### src/rtl/mem_arb_pkg.sv
// Shared types and constants for the unified memory port arbiter.
package mem_arb_pkg;

  // Widest address the captured-request struct can carry.
  localparam int MAX_AW           = 64;
  localparam int STARVE_LIMIT_DEF = 4;

  typedef enum logic [1:0] {
    IDLE,
    ISSUE,
    WAIT
  } state_e;

  typedef enum logic {
    OWN_IF,
    OWN_D
  } owner_e;

  // Request fields held stable toward memory while a transaction is in flight.
  typedef struct packed {
    logic [MAX_AW-1:0] addr;
    logic              we;
    logic [63:0]       wdata;
    logic [7:0]        wstrb;
  } mem_req_t;

  // Memory is addressed in doublewords; drop the byte offset.
  function automatic logic [MAX_AW-1:0] dw_align(input logic [MAX_AW-1:0] addr);
    return {addr[MAX_AW-1:3], 3'b000};
  endfunction

endpackage

### src/rtl/mem_port_arbiter.sv
// Shares one 64-bit memory port between instruction fetch and load/store.
// One transaction in flight; data wins by default, fetch wins once it has
// been blocked STARVE_LIMIT consecutive cycles.
module mem_port_arbiter
  import mem_arb_pkg::*;
#(
  parameter int STARVE_LIMIT = STARVE_LIMIT_DEF,
  parameter int AW           = 64
) (
  input  logic          clk,
  input  logic          rst,

  input  logic          if_req_valid,
  output logic          if_req_ready,
  input  logic [AW-1:0] if_addr,
  output logic          if_rsp_valid,
  output logic [31:0]   if_rsp_data,

  input  logic          d_req_valid,
  output logic          d_req_ready,
  input  logic [AW-1:0] d_addr,
  input  logic          d_we,
  input  logic [63:0]   d_wdata,
  input  logic [7:0]    d_wstrb,
  output logic          d_rsp_valid,
  output logic [63:0]   d_rsp_data,

  output logic          m_req_valid,
  input  logic          m_req_ready,
  output logic [AW-1:0] m_addr,
  output logic          m_we,
  output logic [63:0]   m_wdata,
  output logic [7:0]    m_wstrb,
  input  logic          m_rsp_valid,
  input  logic [63:0]   m_rsp_data,

  output logic          err
);

  localparam int CW = $clog2(STARVE_LIMIT + 1);
  localparam logic [CW-1:0] LIMIT = CW'(STARVE_LIMIT);

  state_e        state, state_nxt;
  owner_e        owner;
  mem_req_t      req_q;
  mem_req_t      req_nxt;
  logic [CW-1:0] starve_cnt;
  logic          grant_if;
  logic          if_acc, d_acc;
  logic          rsp_fire;
  logic [MAX_AW-1:0] m_addr_full;

  // Grant: fetch wins when alone, or when both request and fetch is starved.
  always_comb begin
    // NOTE: every combinational output gets a default first so no latch is inferred.
    grant_if     = 1'b0;
    if (if_req_valid && (!d_req_valid || starve_cnt == LIMIT)) grant_if = 1'b1;
    // Readies are gated by reset so they fall with rst, not at the next edge.
    if_req_ready = rst && (state == IDLE) && if_req_valid && grant_if;
    d_req_ready  = rst && (state == IDLE) && d_req_valid && !grant_if;
    if_acc       = if_req_valid && if_req_ready;
    d_acc        = d_req_valid && d_req_ready;
  end

  // Capture mux: fetch requests are reads with no byte enables.
  always_comb begin
    req_nxt = req_q;
    if (if_acc) begin
      req_nxt = '{addr: MAX_AW'(if_addr), we: 1'b0, wdata: '0, wstrb: '0};
    end else if (d_acc) begin
      req_nxt = '{addr: MAX_AW'(d_addr), we: d_we, wdata: d_wdata, wstrb: d_wstrb};
    end
  end

  // Next-state logic for the IDLE -> ISSUE -> WAIT -> IDLE cycle.
  always_comb begin
    state_nxt = state;
    unique case (state)
      IDLE:    if (if_acc || d_acc) state_nxt = ISSUE;
      ISSUE:   if (m_req_ready)     state_nxt = WAIT;
      WAIT:    if (m_rsp_valid)     state_nxt = IDLE;
      default:                      state_nxt = IDLE;
    endcase
  end

  // Memory request and response routing; responses pass straight through.
  always_comb begin
    m_addr_full  = dw_align(req_q.addr);
    m_req_valid  = (state == ISSUE);
    m_addr       = m_addr_full[AW-1:0];
    m_we         = req_q.we;
    m_wdata      = req_q.wdata;
    m_wstrb      = req_q.wstrb;
    rsp_fire     = (state == WAIT) && m_rsp_valid;
    if_rsp_valid = rsp_fire && (owner == OWN_IF);
    d_rsp_valid  = rsp_fire && (owner == OWN_D);
    if_rsp_data  = '0;
    d_rsp_data   = '0;
    if (if_rsp_valid) if_rsp_data = req_q.addr[2] ? m_rsp_data[63:32] : m_rsp_data[31:0];
    if (d_rsp_valid && !req_q.we) d_rsp_data = m_rsp_data;
  end

  // State, captured request, starvation counter and sticky error.
  always_ff @(posedge clk or negedge rst) begin
    if (!rst) begin
      // NOTE: the capture register is reset too, so m_* fields read 0 during reset.
      state      <= IDLE;
      owner      <= OWN_IF;
      req_q      <= '0;
      starve_cnt <= '0;
      err        <= 1'b0;
    end else begin
      // NOTE: non-blocking assignments keep every register sampling pre-edge values.
      state <= state_nxt;
      req_q <= req_nxt;
      if (if_acc)     owner <= OWN_IF;
      else if (d_acc) owner <= OWN_D;
      if (if_acc) begin
        starve_cnt <= '0;
      end else if (if_req_valid && !if_req_ready && starve_cnt != LIMIT) begin
        starve_cnt <= starve_cnt + 1'b1;
      end
      if (m_rsp_valid && state != WAIT) err <= 1'b1;
    end
  end

endmodule
### config.mk
export PLATFORM = sky130hd
export DESIGN_NAME = mem_port_arbiter
export DESIGN_NICKNAME = d
export VERILOG_FILES = /design/src/rtl/mem_arb_pkg.sv /design/src/rtl/mem_port_arbiter.sv
export SDC_FILE = /design/constraint.sdc
export NUM_CORES = 1
export LEC_CHECK = 0
export BUFFER_PORTS_ARGS = -buffer_cell sky130_fd_sc_hd__clkbuf_2
export CAP_MARGIN = 20
export CELL_PAD_IN_SITES_DETAIL_PLACEMENT = 0
export CELL_PAD_IN_SITES_GLOBAL_PLACEMENT = 1
export CORE_AREA = 3 3 197 199
export CTS_CLUSTER_DIAMETER = 60
export DETAILED_ROUTE_END_ITERATION = 8
export DIE_AREA = 0 0 200 202
export PLACE_DENSITY_LB_ADDON = 0.1
export SLEW_MARGIN = 15
export SYNTH_ARGS = -nofsm -noshare
export SYNTH_HDL_FRONTEND = slang
export SYNTH_SLANG_ARGS = --single-unit
### constraint.sdc
create_clock -name clk -period 2.9 [get_ports clk]
set_input_delay 0.435 -clock clk [delete_from_list [all_inputs] [get_ports clk]]
set_output_delay 0.435 -clock clk [all_outputs]
set_load 0.02 [all_outputs]
# [Yosys cells after proc, flatten, opt, wreduce, memory -nomap -nowiden]
# Index checks and enable logic that the tools add are counted.
# W data, S select, Z words.
[word_totals] input_bits=271 mem_count=0 ram_bits=0 word_cells=57 latch_bits=0 ff_bits=144 mem_bits_ro=0
[op_classes] n_mux=14 n_lt_le_gt_ge=0 shifts=0 n_addsub=1 bitwise=1 n_eq_ne=8 reduce_logical=25 div=0 mul=0
[ops] op="$mux W137" count=2
[ops] op="$mux W32" count=2
[ops] op="$mux W64" count=1
[ops] op="$logic_and A1 B1 Y1" count=15
[ops] op="$mux W2" count=3
[ops] op="$mux W3" count=2
[ops] op="$pmux W2 S3" count=1
[ops] op="$logic_not A1 Y1" count=4
[ops] op="$ne A2 B1 Y1 const B" count=2
[ops] op="$ne A2 B2 Y1 const B" count=2
[ops] op="$reduce_bool A2 Y1" count=2
[ops] op="$add A3 B1 Y3 const B" count=1
[ops] op="$eq A3 B3 Y1 const B" count=1
[ops] op="$mux W1" count=3
[ops] op="$ne A3 B3 Y1 const B" count=1
[ops] op="$reduce_and A3 Y1" count=1
[ops] op="$eq A2 B1 Y1 const B" count=1
[ops] op="$eq A2 B2 Y1 const B" count=1
[ops] op="$logic_not A2 Y1" count=1
[ops] op="$logic_or A1 B1 Y1" count=2
[ops] op="$not A1 Y1" count=1

# [Longest topological paths before layout]
# Gate-level depths: netlist of run 1.
[depth] ltp_word=10 mapped_depth=8 mapped_depth_nobuf=5

# [Worst setup path before layout of run 1]
# Ideal clock, no wire load.
[synth_timing] kind="reg2out" from="register state[0]" to="output if_rsp_data[0]" t_arrival_ns=1.582 stages_incl_launch_ff=6 setup_slack_ns=0.883 cell_sequence="dfrtp_1 nand2b_1 or3b_1 clkbuf_1 clkbuf_1 nor2_1"
[synth_via] elab_chain_len=4
[synth_rtl] element="from (decl)" line="mem_port_arbiter.sv:43" rtl="state_e state, state_nxt;"
[synth_rtl] element="from (signal assigned)" line="mem_port_arbiter.sv:114" rtl="state <= state_nxt;"
[synth_rtl] element="$eq A2 B2 Y1" line="mem_port_arbiter.sv:94" rtl="rsp_fire = (state == WAIT) && m_rsp_valid;"
[synth_rtl] element="$logic_and A1 B1 Y1" line="mem_port_arbiter.sv:94"
[synth_rtl] element="$logic_and A1 B1 Y1" line="mem_port_arbiter.sv:95" rtl="if_rsp_valid = rsp_fire && (owner == OWN_IF);"
[synth_rtl] element="$mux W32" line="mem_port_arbiter.sv:99" rtl="if (if_rsp_valid) if_rsp_data = req_q.addr[2] ? m_rsp_data[63:32] : m_rsp_data[31:0];"
[synth_rtl] element="to (decl)" line="mem_port_arbiter.sv:17" rtl="output logic [31:0] if_rsp_data,"
# Every way passes these cells.

# [Worst setup path in the final report of run 1]
[layout_timing] from="register state[0]" to="output if_rsp_data[8]"
# The elaborated chain is that of the path after synthesis.

==> results of run 1 <==
==> logic make-up after synthesis <==
| family | count (synthesis) | synth area share (%) |
|---|---|---|
| compound gates | 210 | 22.4 |
| fa+ha+maj | 2 | 0.309 |
| buf+inv | 213 | 16.7 |
| flops | 142 | 43.9 |
| mux | 34 | 4.20 |
| other cells | 1 | 0.0463 |
| simple gates | 172 | 12.4 |
==> registers in the layout, indices dropped and copies added (netlist names) <==
| signal | count |
|---|---|
| err | 1 |
| m_addr | 61 |
| m_wdata | 64 |
| m_we | 1 |
| m_wstrb | 8 |
| owner | 1 |
| req_q | 1 |
| starve_cnt | 3 |
| state | 2 |
==> worst min-delay path by stage <==
stage | endpoint | cells past startpoint
2_1_floorplan | err | 0
3_3_place_gp | err | 1
3_5_place_dp | err | 1
4_1_cts | m_wdata[18] | 2
5_1_grt | m_wdata[18] | 2
6_report | m_wdata[18] | 2
==> routing by layer <==
metal  global-route usage, %  part of all wire (%)  up-vias
met2                    27.5                    50      287
met3                    5.55                   9.0       21
li1                        -                     -     3326
met1                    18.6                    40     3348
met5                       0                 0.081        -
met4                    3.94                   1.1        4
==> worst max-delay path, delay by kind of cell, from the launching register on <==
family / cells / cell delay [ps]
buffers and inverters: 2 / 470
DFF: 1 / 430
and+or+nand+nor: 3 / 820
==> placed cells by master (no fill, tap or decap), types with 6 or more instances in the layout <==
cell type / instances
a22o_1: 73
a2bb2oi_1: 62
and2_1: 64
buf_4: 15
clkbuf_16: 17
clkbuf_2: 501
dfrtp_1: 141
inv_1: 6
mux2i_1: 34
nand2b_1: 59
nor2_1: 34
o32ai_1: 62
==> cell type report <==
type                       count  area [um2]  area share (%)
multi-input combinational    421        3250            30.1
tap                          511         639            5.92
sequential                   142        3550            32.9
inverter                       7        26.3           0.243
clock inverter                14         180            1.67
antenna                        2        5.00          0.0463
timing repair buffer         521        2710            25.1
clock buffer                  18         439            4.06
==> cells in the mapped netlist <==
cell / count / area share (%)
a21boi_2: 2 / 0.28
a21o_1: 1 / 0.093
a21oi_1: 2 / 0.12
a221o_1: 1 / 0.12
a22o_1: 73 / 7.9
a2bb2oi_1: 62 / 6.7
a31oi_1: 1 / 0.077
and2_1: 64 / 4.9
and3_1: 1 / 0.077
buf_1: 1 / 0.046
buf_2: 17 / 1.1
buf_4: 142 / 13
clkbuf_1: 46 / 2.1
conb_1: 1 / 0.046
dfrtp_1: 142 / 44
ha_1: 2 / 0.31
inv_1: 7 / 0.32
mux2i_1: 34 / 4.2
nand2_1: 4 / 0.19
nand2b_1: 59 / 4.6
nor2_1: 34 / 1.6
nor3_2: 1 / 0.12
nor3b_1: 1 / 0.093
nor3b_2: 2 / 0.31
o21a_1: 2 / 0.19
o21ai_0: 3 / 0.19
o22ai_1: 1 / 0.077
o32ai_1: 62 / 6.7
or2b_1: 5 / 0.46
or3b_1: 1 / 0.11
==> where the power goes <==
part,internal (mW),switching (mW)
Combinational,2.01,3.08
Clock,1.39,0.963
Sequential,2.97,0.664
Total,6.37,4.70
==> per-stage QoR <==
stage	util (%)	cells	area, um2	hold WS, ps	setup WS, ps
floorplan	-	776	8110	139	883
detailed placement	27.2	1602	10200	447	622
CTS	28.9	1634	10800	38.3	259
global route	28.9	1636	10800	41.7	140
finish	28.9	1636	10800	31.4	300
global placement	27.2	1602	10200	446	632
==> flow_summary.json, run 1 <==
{
  "reg2reg_to": "m_wdata[28]",
  "dp_hpwl_um": 24600,
  "cp.arrival_ps": 2160,
  "syn_to_final_growth_pct": 33.4,
  "clk_pin_slew_ps": 70,
  "cts_sinks": 142,
  "synth-seq-cells": 142,
  "core_area_um2": 37400,
  "r2r_slack_ps": 740,
  "cts_max_path_buffers": 2,
  "drive_above_1_share_pct": 50.0,
  "wire_per_inst_um": 20.4,
  "fin_crit_ps": 2600,
  "yosys_warnings": 0,
  "grt_usage_pct": 15.8,
  "grt_setup_unrepaired": "no",
  "die_h_um": 202,
  "ant_nets": 0,
  "cts_max_level": 4,
  "reg2reg_depth": 6,
  "worstSetupEndpoint": "if_rsp_data[8]",
  "numCtsBuffers": 17,
  "postCtsHoldBufs": 0,
  "synth_seq_area_share_pct": 43.9,
  "leakage_nw": 5.59,
  "cts_root_buf": "clkbuf_16",
  "status": "completed",
  "worstReg2RegStart": "starve_cnt[0]",
  "tightest_slew_ps": 959,
  "worstPathRequired_ps": 2470,
  "peakVddDrop_mv": 0.382,
  "path_cells": "nand2b_1 > or3b_1 > buf_4 > nor2_1 > clkbuf_2",
  "insertion_delay_ps": 430,
  "final_max_slew_viol_count": 0,
  "cts.repair.resized": 0,
  "via_per_inst": 4.27,
  "synthCells": 774,
  "clock_skew_ps": 14.2,
  "cp_slowest_cell": "dfrtp_1",
  "synth.distinct_cells": 30,
  "hp-class": "in -> async",
  "die_w_um": 200,
  "cts_setup_buffers": 0,
  "fin_crit_sh_pct": 89.6,
  "firstDrtPassIters": 4,
  "grt_max_degree": 65,
  "setup_viol": 0,
  "io_pins": 510,
  "first_global_vias": 7229,
  "cp-startpoint": "state[0]",
  "drt-total-wl_um": 33300,
  "die_area_um2": 40400,
  "worstSetupEndpointType": "primary output",
  "syn_avg_cell_area_um2": 10.5,
  "antenna_found_initial": 4,
  "power_density_nw_per_um2": 1020,
  "dr.first_iter.drc_count": 260,
  "fillers": 4017,
  "grt_overflow": 0,
  "initial_core_util_pct": 21.7,
  "vias": 6986,
  "path_class": "reg -> out",
  "grt_pass1_wl_um": 48100,
  "syn_area_um2": 8100,
  "drc": 0,
  "hold_violations": 0,
  "maxCapViolations": 0,
  "cts_tree": "yes",
  "rows": 71,
  "io_buffer_count": 502,
  "nets": 1383,
  "crit_path_max_incr_delay_ps": 430,
  "crit_fanout": 33,
  "slew_headroom_pct": 35.8,
  "place_congestion": 0.772,
  "cp-start-kind": "flip-flop",
  "power_mw": 11.1,
  "tns_ps": 0,
  "fmax_mhz": 385
}
Note: power is estimated with default switching activity, not from simulation.
==> run 2, diff against run 1 <==
- CORE_AREA: 3 3 197 199 -> 3 3 198 200
- DIE_AREA: 0 0 200 202 -> 0 0 201 203
- clock period: 2.9 -> 2.68 ns (I/O delays scaled with it)
==> flow_summary.json, run 2 (synthesis results as in run 1) <==
{
  "cts_root_buf": "clkbuf_16",
  "clock_skew_ps": 11.0,
  "firstDrtPassIters": 4,
  "dp_hpwl_um": 25300,
  "cts_sinks": 142,
  "grt_use_met3_pct": 4.83,
  "grt_overflow": 0,
  "post-place-cells": 1602,
  "die_w_um": 201,
  "first_global_vias": 7424,
  "cts.repair.resized": 0,
  "grt_usage_pct": 16.0,
  "core_area_um2": 37600,
  "die_h_um": 203,
  "worstSetupEndpointType": "primary output",
  "initial_core_util_pct": 21.6,
  "crit_fanout": 33,
  "status": "completed",
  "timing.hold.ws_ps": 86.4,
  "tns_ps": 0,
  "grt_use_met2_pct": 28.4,
  "final_max_slew_viol_count": 0,
  "cts_setup_buffers": 0,
  "drt-total-wl_um": 33900,
  "grt_pass1_wl_um": 49800,
  "hp-class": "in -> async",
  "maxCapViolations": 0,
  "dp_slack_ps": 453,
  "place_congestion": 0.852,
  "cp.arrival_ps": 2120,
  "grt_max_degree": 143,
  "fmax_mhz": 397,
  "cts_max_level": 4,
  "drive_above_1_share_pct": 50.1,
  "dr.first_iter.drc_count": 295,
  "grt_most_used_layer": "met2",
  "io_pins": 510,
  "postLayoutSetupSlackWorst_ps": 159,
  "layout_commonest_cell": "clkbuf_2",
  "layout_common_cells": "500 x clkbuf_2, 141 x dfrtp_1, 73 x a22o_1",
  "path_class": "reg -> out",
  "io_buffer_count": 502,
  "fin_crit_ps": 2520,
  "nets": 1383,
  "met1_usage_pct": 18.8,
  "cts_tree": "yes",
  "grt_setup_unrepaired": "no",
  "power_density_nw_per_um2": 1100,
  "largest_reg_flops": 64,
  "postCtsHoldBufs": 0,
  "cts_max_path_buffers": 2,
  "worstPathRequired_ps": 2280,
  "drc": 0,
  "ant_nets": 0,
  "syn_to_final_growth_pct": 33.7,
  "peakVddDrop_mv": 0.439,
  "via_per_inst": 4.32,
  "final_cells": 1637,
  "rows": 71,
  "antenna_found_initial": 9,
  "setup_viol": 0,
  "numCtsBuffers": 17,
  "cp-start-kind": "flip-flop",
  "die_area_um2": 40800,
  "leakage_nw": 5.60,
  "hold_violations": 0,
  "tightest_slew_ps": 864,
  "wire_per_inst_um": 20.7,
  "vias": 7064,
  "insertion_delay_ps": 430,
  "clk_pin_slew_ps": 70,
  "slew_headroom_pct": 42.4,
  "fin_crit_sh_pct": 94.1
}
-- run 2: changes by cell type in the layout (fill, tap and decap cells not counted), sizes merged --
cell	before	now
inv	12	17
clkinv	4	1
clkbuf	519	517
buf	20	21
bufinv	3	2
diode	2	3
-- run 2: layer usage --
| layer | wire length (um) | part of all wire [%] |
|---|---|---|
| met5 | 9 | 0.027 |
| met4 | 633 | 1.9 |
| met3 | 2340 | 6.9 |
| met2 | 17300 | 51 |
| met1 | 13600 | 40 |
-- run 2: where the power goes --
group          internal [mW]  switching [mW]
registers               3.21           0.674
clock network           1.41            1.11
logic                   2.19            3.33
total                   6.81            5.11
-- run 2: path summary, 6_finish.rpt --
check | slack, ps | end | start | cells after the start
max | 160 | if_rsp_data[18] | state[0] | 5
min | 90 | owner | rst | 2
max reg2reg | 500 | m_wdata[58] | state[0] | 5
min reg2reg | 470 | err | err | 1
max in group asynchronous | 1930 | req_q[75] | rst | 2
min in group clk | 190 | m_wdata[29] | d_wdata[29] | 2
-- run 2: worst max-delay path: stages (launching register included) --
cell	delay [ps]
dfrtp_1	430
nand2b_2	250
or3b_1	360
buf_4	260
nor2_1	190
clkbuf_2	190
-- run 2: area by class of cell --
type                            count  area [um2]
Fill cell                        4101       26700
Sequential cell                   142        3550
Multi-Input combinational cell    421        3250
Timing Repair Buffer              521        2750
Tap cell                          511         639
Clock buffer                       17         425
Clock inverter                     15         175
Inverter                            7        26.3
Antenna cell                        3        7.51
-- run 2: per-stage QoR --
step	util (%)	instance area, um2	power [mW]
floorplan	-	8110	8.68
global placement	27.2	10200	9.57
detailed placement	27.2	10200	9.53
CTS	28.8	10800	12.1
global route	28.8	10800	12.6
finish	28.8	10800	11.9
